--- src/rtl/muldiv_seq_if.sv ---
// Handshake and result bundle for muldiv_seq: the requester drives start/op/A/B,
// the unit returns busy/done, the 2*WIDTH result and the divide-by-zero flag.
interface muldiv_seq_if #(
  parameter int unsigned WIDTH = 32
);
  logic               start;
  logic               op;
  logic [WIDTH-1:0]   A;
  logic [WIDTH-1:0]   B;
  logic               busy;
  logic               done;
  logic [2*WIDTH-1:0] Zwide;
  logic [WIDTH-1:0]   Zhigh;
  logic [WIDTH-1:0]   Zlow;
  logic               dz;

  modport master (output start, op, A, B,
                  input  busy, done, Zwide, Zhigh, Zlow, dz);
  modport slave  (input  start, op, A, B,
                  output busy, done, Zwide, Zhigh, Zlow, dz);
endinterface

--- src/rtl/muldiv_seq.sv ---
// Sequential signed multiply (radix-2 Booth) / divide (restoring, sign-magnitude) unit.
// Optional macro MULDIV_DIVZERO_EN: short-circuits DIV by zero and raises dz.
module muldiv_seq #(
  parameter int unsigned WIDTH = 32
) (
  input logic         clock,
  input logic         clear,
  muldiv_seq_if.slave bus
);
  localparam int unsigned CW = $clog2(WIDTH + 1);

  typedef enum logic [1:0] {IDLE, RUN, FIX, DONE} state_t;

  state_t           state, state_nxt;
  logic [CW-1:0]    count;
  logic             is_div, sign_q, sign_r, qm1;
  logic [WIDTH:0]   a_r, hi;
  logic [WIDTH-1:0] lo, z_hi, z_lo;
  logic             div_zero, fix_wait;
  logic [WIDTH:0]   addend, sum, shifted;
  logic [WIDTH+1:0] diff;

  function automatic logic [WIDTH:0] magnitude(input logic [WIDTH-1:0] v);
    logic [WIDTH:0] e;
    e = {v[WIDTH-1], v};
    return v[WIDTH-1] ? -e : e;
  endfunction

`ifdef MULDIV_DIVZERO_EN
  logic dz_pend, dz_r;
  assign div_zero = bus.op && (bus.B == '0);
  // Divide-by-zero spends two edges in FIX so done lands after edge 2.
  assign fix_wait = dz_pend && (count == '0);
  assign bus.dz   = dz_r;
`else
  assign div_zero = 1'b0;
  assign fix_wait = 1'b0;
  assign bus.dz   = 1'b0;
`endif

  always_ff @(posedge clock) begin
    if (clear) state <= IDLE;
    else       state <= state_nxt;
  end

  always_comb begin
    state_nxt = state;
    case (state)
      IDLE: if (bus.start) state_nxt = div_zero ? FIX : RUN;
      RUN:  if (count == CW'(WIDTH - 1)) state_nxt = FIX;
      FIX:  if (!fix_wait) state_nxt = DONE;
      DONE: state_nxt = IDLE;
      default: state_nxt = IDLE;
    endcase
  end

  // Booth add/subtract on the upper word, and the shift-subtract trial for DIV.
  always_comb begin
    addend = '0;
    case ({lo[0], qm1})
      2'b01:   addend = a_r;
      2'b10:   addend = -a_r;
      default: addend = '0;
    endcase
    sum     = hi + addend;
    shifted = {hi[WIDTH-1:0], lo[WIDTH-1]};
    diff    = {1'b0, shifted} - {1'b0, a_r};
  end

  always_ff @(posedge clock) begin
    if (clear) begin
      count  <= '0;
      is_div <= 1'b0;
      sign_q <= 1'b0;
      sign_r <= 1'b0;
      qm1    <= 1'b0;
      a_r    <= '0;
      hi     <= '0;
      lo     <= '0;
      z_hi   <= '0;
      z_lo   <= '0;
`ifdef MULDIV_DIVZERO_EN
      dz_pend <= 1'b0;
      dz_r    <= 1'b0;
`endif
    end else begin
      case (state)
        IDLE: if (bus.start) begin
          is_div <= bus.op;
          count  <= '0;
          qm1    <= 1'b0;
          hi     <= '0;
          sign_q <= bus.A[WIDTH-1] ^ bus.B[WIDTH-1];
          sign_r <= bus.A[WIDTH-1];
          if (bus.op) begin
            a_r <= magnitude(bus.B);
            lo  <= bus.A[WIDTH-1] ? -bus.A : bus.A;
          end else begin
            a_r <= {bus.A[WIDTH-1], bus.A};
            lo  <= bus.B;
          end
`ifdef MULDIV_DIVZERO_EN
          dz_pend <= div_zero;
          dz_r    <= 1'b0;
          if (div_zero) hi <= {bus.A[WIDTH-1], bus.A};
`endif
        end
        RUN: begin
          count <= count + CW'(1);
          if (is_div) begin
            if (!diff[WIDTH+1]) begin
              hi <= diff[WIDTH:0];
              lo <= {lo[WIDTH-2:0], 1'b1};
            end else begin
              hi <= shifted;
              lo <= {lo[WIDTH-2:0], 1'b0};
            end
          end else begin
            hi  <= {sum[WIDTH], sum[WIDTH:1]};
            lo  <= {sum[0], lo[WIDTH-1:1]};
            qm1 <= lo[0];
          end
        end
        FIX: begin
`ifdef MULDIV_DIVZERO_EN
          if (fix_wait) count <= count + CW'(1);
          else if (dz_pend) begin
            z_hi <= hi[WIDTH-1:0];
            z_lo <= '1;
            dz_r <= 1'b1;
          end else
`endif
          if (is_div) begin
            z_hi <= sign_r ? -hi[WIDTH-1:0] : hi[WIDTH-1:0];
            z_lo <= sign_q ? -lo : lo;
          end else begin
            z_hi <= hi[WIDTH-1:0];
            z_lo <= lo;
          end
        end
        default: ;
      endcase
    end
  end

  assign bus.busy  = (state != IDLE);
  assign bus.done  = (state == DONE);
  assign bus.Zhigh = z_hi;
  assign bus.Zlow  = z_lo;
  assign bus.Zwide = {z_hi, z_lo};
endmodule

--- src/flat_wrapper.sv ---
// flat-port wrapper written by rule: the top's interface ports become plain ports
module muldiv_seq_flat 
#(
  parameter int unsigned WIDTH = 32
)
  (clock, clear, bus_start, bus_op, bus_A, bus_B, bus_busy, bus_done, bus_Zwide, bus_Zhigh, bus_Zlow, bus_dz);
  muldiv_seq_if #(.WIDTH(WIDTH)) bus_i ();
  input logic clock;
  input logic clear;
  input wire logic [$bits(bus_i.start)-1:0] bus_start;
  input wire logic [$bits(bus_i.op)-1:0] bus_op;
  input wire logic [$bits(bus_i.A)-1:0] bus_A;
  input wire logic [$bits(bus_i.B)-1:0] bus_B;
  output wire logic [$bits(bus_i.busy)-1:0] bus_busy;
  output wire logic [$bits(bus_i.done)-1:0] bus_done;
  output wire logic [$bits(bus_i.Zwide)-1:0] bus_Zwide;
  output wire logic [$bits(bus_i.Zhigh)-1:0] bus_Zhigh;
  output wire logic [$bits(bus_i.Zlow)-1:0] bus_Zlow;
  output wire logic [$bits(bus_i.dz)-1:0] bus_dz;
  assign bus_i.start = bus_start;
  assign bus_i.op = bus_op;
  assign bus_i.A = bus_A;
  assign bus_i.B = bus_B;
  assign bus_busy = bus_i.busy;
  assign bus_done = bus_i.done;
  assign bus_Zwide = bus_i.Zwide;
  assign bus_Zhigh = bus_i.Zhigh;
  assign bus_Zlow = bus_i.Zlow;
  assign bus_dz = bus_i.dz;
  muldiv_seq #(.WIDTH(WIDTH)) u_core (.clock(clock), .clear(clear), .bus(bus_i));
endmodule
--- config.mk ---
export PLATFORM = sky130hd
export DESIGN_NAME = muldiv_seq_flat
export DESIGN_NICKNAME = d
export VERILOG_FILES = /design/src/rtl/muldiv_seq_if.sv /design/src/rtl/muldiv_seq.sv /design/src/flat_wrapper.sv
export SDC_FILE = /design/constraint.sdc
export NUM_CORES = 1
export LEC_CHECK = 0
export ABC_AREA = 1
export CORE_MARGIN = 2
export CORE_UTILIZATION = 58
export DETAILED_ROUTE_END_ITERATION = 6
export GPL_TIMING_DRIVEN = 0
export PLACE_DENSITY = 0.84
export SLEW_MARGIN = 15
export SYNTH_ARGS = -nofsm -noshare
export SYNTH_HDL_FRONTEND = slang
export SYNTH_SLANG_ARGS = --single-unit
--- constraint.sdc ---
create_clock -name clock -period 3.4 [get_ports clock]
set_input_delay 1.02 -clock clock [delete_from_list [all_inputs] [get_ports clock]]
set_output_delay 1.02 -clock clock [all_outputs]
set_load 0.01 [all_outputs]
======== Word-level counts from Yosys, hierarchy flattened ========
Cells that the tools add are included.
storage, ports and cells
  register bits ........................... 174
  logic and storage cells ................. 61
cells by class
  muxes and demuxes ....................... 25
  reduce and logical (&&, ||, !) cells .... 7
  add/sub/neg operators ................... 8
  bitwise logic cells ..................... 1
  equal/unequal tests ..................... 9
operators by type and width
  kind                 count
  $mux 32              8
  $mux 33              5
  $pmux 33 s2          2
  $neg 32->32          3
  $neg 33->33          2
  $pmux 32 s2          1
  $sub 33x33->34       1
  $add 33x33->33       1
  $pmux 6 s2           1
  $pmux 2 s4           1
  $add 6x1->6 const B  1
  $eq 2x2->1 const B   3
  $eq 6x5->1 const B   1
  $mux 6               1
  $reduce_and 2->1     3
  $eq 2x1->1 const B   2
  $mux 2               2
  $ne 2x2->1 const B   2
  $reduce_bool 2->1    2
  $mux 1               3
  $reduce_and 3->1     1
  $logic_not 2->1      1
  $ne 2x1->1 const B   1
  $pmux 1 s2           1
  $xor 1x1->1          1

======== Longest topological paths before layout ========
Gate-level depths: netlist (run 1).
  depth after elaboration ................. 5
  depth in mapped cells ................... 27
  mapped depth without buffers ............ 27

======== Least setup slack after synthesis (run 1) ========
OpenSTA, ideal clock, no wires.
  path kind ............................... flip-flop to flip-flop
  start point ............................. register u_core.a_r[1]
  end point ............................... register u_core.hi[31]
  path slack .............................. 0.326 ns
  arrival ................................. 3.003 ns
  data required time ...................... 3.329 ns
  library setup time ...................... 0.071 ns
  cell stages (with the launch flop) ...... 26
  period minus slack after synthesis ...... 3.074 ns
  cells stage by stage .................... dfxtp_1 > inv_1 > ha_1 > nand2_1 > nor2_1 > nand3_2 > nor2_2 > inv_1 > nor2_2 > nand2_1 > nor2_1 > nand2_1 > o21ai_0 > a21oi_1 > ha_1 > nand2_1 > inv_1 > a21oi_1 > nor2_1 > nor2_1 > nand2_1 > a21oi_1 > nand3_1 > nand3_1 > nand3_1 > a21oi_1
between the ends
  longest elaborated chain between the ends .. 5
  elaborated cells on any way between the ends .. 7
  classes of those cells .................. 3 x add/sub; 4 x mux
RTL lines
  what                    RTL line           source
  from (decl)             muldiv_seq.sv:17   logic [WIDTH:0] a_r, hi;
  from (signal assigned)  muldiv_seq.sv:96   a_r <= magnitude(bus.B);
  from (signal assigned)  muldiv_seq.sv:99   a_r <= {bus.A[WIDTH-1], bus.A};
  $neg 33->33             muldiv_seq.sv:62   2'b10: addend = -a_r;
  $pmux 33 s2             muldiv_seq.sv:60   case ({lo[0], qm1})
  $add 33x33->33          muldiv_seq.sv:65   sum = hi + addend;
  $mux 33 *               muldiv_seq.sv:110  if (is_div) begin
  $pmux 33 s2 *           muldiv_seq.sv:87   case (state)
  to (signal assigned)    muldiv_seq.sv:112  hi <= diff[WIDTH:0];
  to (signal assigned)    muldiv_seq.sv:115  hi <= shifted;
  to (signal assigned)    muldiv_seq.sv:119  hi <= {sum[WIDTH], sum[WIDTH:1]};
  to (decl)               muldiv_seq.sv:17
Mark *: on every way between the ends. The rest lies on a longest branch, timed or not.
A chain may end at the register's enable or synchronous reset.

======== Worst setup path in the final report (run 1) ========
  start point ............................. register u_core.lo[0]
  end point ............................... register u_core.hi[9]
between the ends
  longest elaborated chain between the ends .. 5
  elaborated cells on any way between the ends .. 6
  classes of those cells .................. 1 x add/sub; 2 x eq/ne; 3 x mux
RTL lines
  what                                      RTL line           source
  from (decl)                               muldiv_seq.sv:18   logic [WIDTH-1:0] lo, z_hi, z_lo;
  from (signal assigned)                    muldiv_seq.sv:97   lo <= bus.A[WIDTH-1] ? -bus.A : bus.A;
  from (signal assigned)                    muldiv_seq.sv:100  lo <= bus.B;
  from (signal assigned)                    muldiv_seq.sv:113  lo <= {lo[WIDTH-2:0], 1'b1};
  $eq 2x2->1 or $eq 2x1->1 (tied branches)  muldiv_seq.sv:60
  $pmux 33 s2 *                             muldiv_seq.sv:60
  $add 33x33->33 *                          muldiv_seq.sv:65
  $mux 33 *                                 muldiv_seq.sv:110
  $pmux 33 s2 *                             muldiv_seq.sv:87
Marks and branches as above.

==> flow_summary.toml, run 1 <==
[setup_path]
crit_arrival_ns = 3.86
cp-end-kind = "flop"
cp-startpoint = "u_core.lo[0]$_SDFFE_PP0P_"
crit_chain = "inv_2 > ha_4 > buf_4 > nor3_2 > ha_2 > inv_1 > fa_1 > inv_1 > nand2_1 > o21ai_2 > nand2_1 > nand2_1 > inv_1 > o21ai_4 > buf_4 > a21oi_1 > o21ai_0 > nand4_1 > a21oi_1"
crit_slowest_cell = "fa_1"
crit_type = "flop to flop"
cpPeakStageDelay_ns = 0.40
r2r_cells = 19
reg2reg_from = "u_core.lo[0]$_SDFFE_PP0P_"
rr_endpoint = "u_core.hi[9]$_SDFFE_PP0P_"
cp-start-kind = "flop"
crit_fanout = 10
required_ns = 3.79
r2r_setup_slack_ns = -0.07

[timing]
relSlewSlack = 0.381
finalCriticalPeriod_ns = 3.47
setup_viol = 11
fmax_mhz = 289
grt_setup_unrepaired = "yes"
hold_viol = 0
max_slew.worst_pin.slew_ns = 0.929
setup_ws_ns = -0.0659
finalClockSkew_ns = 0.0144
drv_slew = 0
fin_crit_sh = 1.02

[synthesis]
yosys-top-cells-area = "dfxtp_1 (21%), nand2_1 (15%), a21oi_1 (8.7%)"
synth_area_um2 = 16800
avgSynthCellArea_um2 = 5.94
yosysTopAreaCellShare = 0.207
synthFlopType = "dfxtp_1"
synth_commonest_cells = "nand2_1 (670), inv_1 (327), nor2_1 (295), a21oi_1 (292), o21ai_0 (220)"
yosysTopAreaCell = "dfxtp_1"
synth_seq_cells = 174
syn-num-nets = 2974
synth.distinct_cells = 54
postSynthCellCount = 2826
ys_seq_area_frac = 0.207
synth_edf_count = 0
ys_warn_count = 0
async_flop_share = 0
yosysMostFrequentCell = "nand2_1"

[drt]
drt_iter0_markers = 2667
drc = 0
vias_per_cell = 6.27
avgRoutedWirePerCell_um = 20.7
drtAntennaViolNets = 0
wirelength_um = 71600
vias = 21700
dr.pass1.iters = 7

[layout]
fin_util = 0.723
drive_gt1_frac = 0.118
n_fill_cell = 2410
nNetsFinal = 3214
diodes = 0
syn_to_final_growth_pct = 23.3

[floorplan]
start_util = 0.587
rows = 62
fp.dieW_um = 174
core_area_um2 = 28600
ios = 199
die_area_um2 = 30300
die_height_um = 174

[clock_tree]
clk_latency_ns = 0.46
ctsHoldBuffers = 0
root_buffer = "clkbuf_16"
cts_tree = "built"
cts.sinks = 174
clkTransAtPathRegs_ns = 0.08
clockBufferDepth = 2
numCtsBuffers = 17
cts_max_level = 4

[min_path]
hold_start = "u_core.sign_r$_SDFFE_PP0P_"
min_to = "u_core.sign_r$_SDFFE_PP0P_"
whs_path_depth = 2
hold_class = "flop to flop"

[power_and_ir_drop]
ir_worst_vdd_v = 0.000457
p_per_area_nw_per_um2 = 800
power.leakage_nw = 9.16

[grt]
grt_use_total = 0.450
grt_start_max_net_pins = 19
grt_pass1_wl_um = 107000
grt-ovfl-total = 0
antenna_found_initial = 0
grt_pass1_vias = 20100

[run]
maxCapViolCount = 0

[run_status]
status = "finished with violations"
violations = "setup timing"

[placed_design]
dp_slack_ns = -0.740
place.gp.congestion = 1.15
port_buffers = 195
dp_hpwl_um = 55200
## where the power goes
group	internal, mW	switching [mW]
clock	1.08	1.00
combinational	4.01	7.02
sequential	2.63	0.833
total	7.72	8.86
## cells by family (layout without fill, tap and decap cells)
| logic type | count (synthesis) | in the layout | synth area share |
|---|---|---|---|
| DFF | 174 | 174 | 0.207 |
| xor gates and xnor gates | 70 | 70 | 0.0365 |
| AOI/OAI and AO/OA | 702 | 702 | 0.237 |
| adders and majority gates | 80 | 80 | 0.0605 |
| and+or+nand+nor | 1274 | 1274 | 0.324 |
| other | 1 | 1 | 0.000223 |
| buffers and inverters | 525 | 778 | 0.134 |
## layer usage
metal  up-vias  track usage  routed length, µm
li1       9826            -                  -
met1      9786        0.537              25100
met2      1697        0.734              31800
met3       421       0.0868               8480
met4         0        0.299               6230
met5         -            0                  0
## critical path, delay by kind of cell (launching register included)
family	cells	cell delay, ns
AO/OA/AOI/OAI	5	0.72
adder cells (fa/ha/maj)	3	0.93
buffers and inverters	6	0.71
flip-flops	1	0.38
AND/OR/NAND/NOR	5	0.64
## per-stage QoR
stage                     setup TNS [ns]  instances  hold WS (ns)  cell area (µm²)  power [mW]
after floorplan                        0       2826         0.462            16800        9.79
after global placement            -12.08       3405         0.477            19200        13.1
after detailed placement          -12.70       3405         0.486            19200        13.4
after CTS                        -0.0196       3452         0.499            20200        15.7
after global routing               -2.99       3463         0.525            20700        17.5
final                             -0.313       3463         0.501            20700        16.6
## sequential cells by signal (all words and copies together) (netlist names), 2 cells and up
| register | count |
|---|---|
| u_core.count | 6 |
| u_core.bus.Zhigh | 32 |
| u_core.lo | 32 |
| u_core.bus.Zlow | 32 |
| u_core.a_r | 33 |
| u_core.state | 2 |
| u_core.hi | 33 |
## placed cells by master, fill, tap and decap left out, drive strengths merged, types with 2 or more instances in the layout
cell and count:
nand2 687, dfxtp 174, a21o 11, o21a 2
nor3 46, o211ai 43, inv 350, xnor2 23
o221ai 41, o31ai 7, o21ai 240, nand4 42
a221oi 7, nor4 8, a211oi 7, clkdlybuf4s50 195
a31oi 30, clkinv 9, xor2 47, nand3 156
a21oi 300, buf 118, nor2 312, o41ai 2
o21bai 8, ha 78, or2 14, nand3b 6
clkbuf 104, fa 2
## what timing repair did
item | CTS | global route
endpoints found under the setup margin | 29 | 25
pin swaps | 25 | 48
gates cloned | 0 | 0
gates resized for setup | 68 | 136
buffers inserted | 16 | 11
## cell type report
type | count | area (µm²) | area share
multi-input combinational | 2127 | 11700 | 0.564
sequential | 174 | 3500 | 0.169
timing repair buffer | 222 | 2160 | 0.104
inverter | 348 | 1320 | 0.0636
buffer | 176 | 963 | 0.0465
tap | 384 | 480 | 0.0232
clock buffer | 19 | 443 | 0.0214
clock inverter | 13 | 173 | 0.00834
## how the worst max path moves through the flow
stage / to / slack, ns / depth (start not counted)
after floorplan: u_core.hi[31]$_SDFFE_PP0P_ / 0.33 / 25
after global placement: u_core.hi[25]$_SDFFE_PP0P_ / -0.71 / 20
after detailed placement: u_core.hi[25]$_SDFFE_PP0P_ / -0.74 / 20
after CTS: u_core.hi[25]$_SDFFE_PP0P_ / -0.01 / 17
after global routing: u_core.hi[26]$_SDFFE_PP0P_ / -0.26 / 25
final: u_core.hi[9]$_SDFFE_PP0P_ / -0.07 / 19
Note: power is estimated with default switching activity, not from simulation.
==> run 2, diff against run 1 <==
Settings changed: CORE_MARGIN 2 to 8, CTS_CLUSTER_SIZE set to 20.
==> run 2 against run 1 <==
Effect of this change: the flow finishes with violations (DRC, setup timing); flip-flop and latch count is the same; fmax is 3.1% lower; combinational power about the same; first-iteration DRC count is 3.7% higher; hold slack better by 0.0030 ns; global-route usage decreased by 4.7 points; via count down 0.27%; routed wire length up 2.3%; critical path type unchanged.
==> flow_summary.toml, run 2 (synthesized netlist as in run 1, its figures left out) <==
[clock_tree]
cts.sinks = 174
numCtsBuffers = 17
root_buffer = "clkbuf_16"
clockBufferDepth = 2
cts_tree = "built"
ctsHoldBuffers = 0
cts_max_level = 4
clkTransAtPathRegs_ns = 0.08
clk_latency_ns = 0.47

[timing]
fin_crit_sh = 1.05
drv_slew = 0
setup_tns_ns = -0.731
finalCriticalPeriod_ns = 3.58
hold_ws_ns = 0.504
setup_ws_ns = -0.178
hold_viol = 0
fmax_mhz = 280
relSlewSlack = 0.305
grt_setup_unrepaired = "yes"
finalClockSkew_ns = 0.0149
setup_viol = 12
max_slew.worst_pin.slew_ns = 1.04

[run]
maxCapViolCount = 0

[setup_path]
r2r_cells = 23
required_ns = 3.73
crit_type = "flop to flop"
cp-start-kind = "flop"
crit_fanout = 5
crit_arrival_ns = 3.91
cp-end-kind = "flop"

[drt]
dr.pass1.iters = 7
avgRoutedWirePerCell_um = 21.1
vias_per_cell = 6.24
drtAntennaViolNets = 0
drc = 1
vias = 21700
wirelength_um = 73200
drt_iter0_markers = 2766

[floorplan]
fp.dieW_um = 186
die_height_um = 186
core_area_um2 = 28600
die_area_um2 = 34700
start_util = 0.587
rows = 62
ios = 199

[power_and_ir_drop]
ir_worst_vdd_v = 0.000662
power.leakage_nw = 9.29
p_per_area_nw_per_um2 = 798

[layout]
finalNonFillerCells = 3472
multi_input_area_um2 = 12000
syn_to_final_growth_pct = 25.3
n_fill_cell = 2357
reg.largest.list = "u_core.a_r x33, u_core.hi x33"
drive_gt1_frac = 0.134
diodes = 0
ff_latch_area_um2 = 3500
nNetsFinal = 3223
mostFrequentLayoutCells = "nand2_1 (641), inv_1 (316), nor2_1 (265)"
final_common_cell = "nand2_1"

[grt]
grt_pass1_vias = 20100
antenna_found_initial = 1
grt_pass1_wl_um = 108000
grt-ovfl-total = 0
grt_use_total = 0.402
grt_start_max_net_pins = 20

[min_path]
hold_class = "flop to flop"
whs_path_depth = 2

[placed_design]
dp.cells = 3405
place.gp.congestion = 1.16
port_buffers = 195
dp_hpwl_um = 56800
dp_slack_ns = -0.783

[run_status]
violations = "DRC, setup timing"
status = "finished with violations"
## run 2: metrics by stage
stage | area [µm²] | total power [mW] | utilization
2_1_floorplan | 16800 | 9.79 | -
3_3_place_gp | 19200 | 13.3 | 0.672
3_5_place_dp | 19200 | 13.5 | 0.672
4_1_cts | 20100 | 15.7 | 0.701
5_1_grt | 21000 | 17.7 | 0.735
6_report | 21000 | 16.8 | 0.735
## run 2: what timing repair did
| item | 4_1_cts | 5_1_grt |
|---|---|---|
| resized for setup | 59 | 211 |
| hold endpoints to repair | 0 | 0 |
| setup endpoints to repair | 30 | 27 |
| pin swaps | 14 | 71 |
| setup buffers | 7 | 29 |
## run 2: path summary, 6_finish.rpt
kind,slack [ns],to,start
max reg2reg,-0.18,u_core.hi[28]$_SDFFE_PP0P_,u_core.a_r[0]$_SDFFE_PP0P_
min,0.50,u_core.count[1]$_SDFFE_PP0P_,u_core.count[1]$_SDFFE_PP0P_
max,-0.18,u_core.hi[28]$_SDFFE_PP0P_,u_core.a_r[0]$_SDFFE_PP0P_
min reg2reg,0.50,u_core.count[1]$_SDFFE_PP0P_,u_core.count[1]$_SDFFE_PP0P_
## run 2: area by class of cell
type	count	area share
multi-input cells	2127	0.568
flip-flops and latches	174	0.166
repair buffers	231	0.106
inverters	348	0.0625
plain buffers	176	0.0461
well taps	384	0.0228
clock buffers	17	0.0202
clock inverters	15	0.00826
## run 2: worst max-delay path, cell delays in order, from the launching register on
cell,delay [ns]
dfxtp_4,0.37
inv_4,0.08
ha_4,0.15
nand2_1,0.07
nor2_2,0.16
nand3_4,0.14
nor2_4,0.12
inv_1,0.10
nor2_4,0.19
nand2_4,0.10
nor2_4,0.11
nand2_1,0.08
o21ai_1,0.16
a21oi_2,0.05
ha_2,0.41
nand2_1,0.13
nor2_1,0.26
nand2_1,0.11
nor2_1,0.21
nor2_1,0.09
nand3_1,0.09
nand3_1,0.11
nand3_1,0.13
a21oi_1,0.07
## run 2: report_power, final
group | leakage (nW) | total, mW | switching, mW | internal, mW
Sequential | 1.43 | 3.46 | 0.835 | 2.63
Combinational | 7.57 | 11.3 | 7.20 | 4.11
Clock | 0.290 | 2.02 | 1.03 | 0.993
## run 2: metal layers
| metal | wire length (µm) | global-route usage | vias up |
|---|---|---|---|
| li1 | - | - | 9868 |
| met3 | 8710 | 0.0929 | 400 |
| met4 | 5970 | 0.289 | 2 |
| met5 | 12 | 0 | - |
| met2 | 32600 | 0.646 | 1659 |
| met1 | 25900 | 0.468 | 9742 |
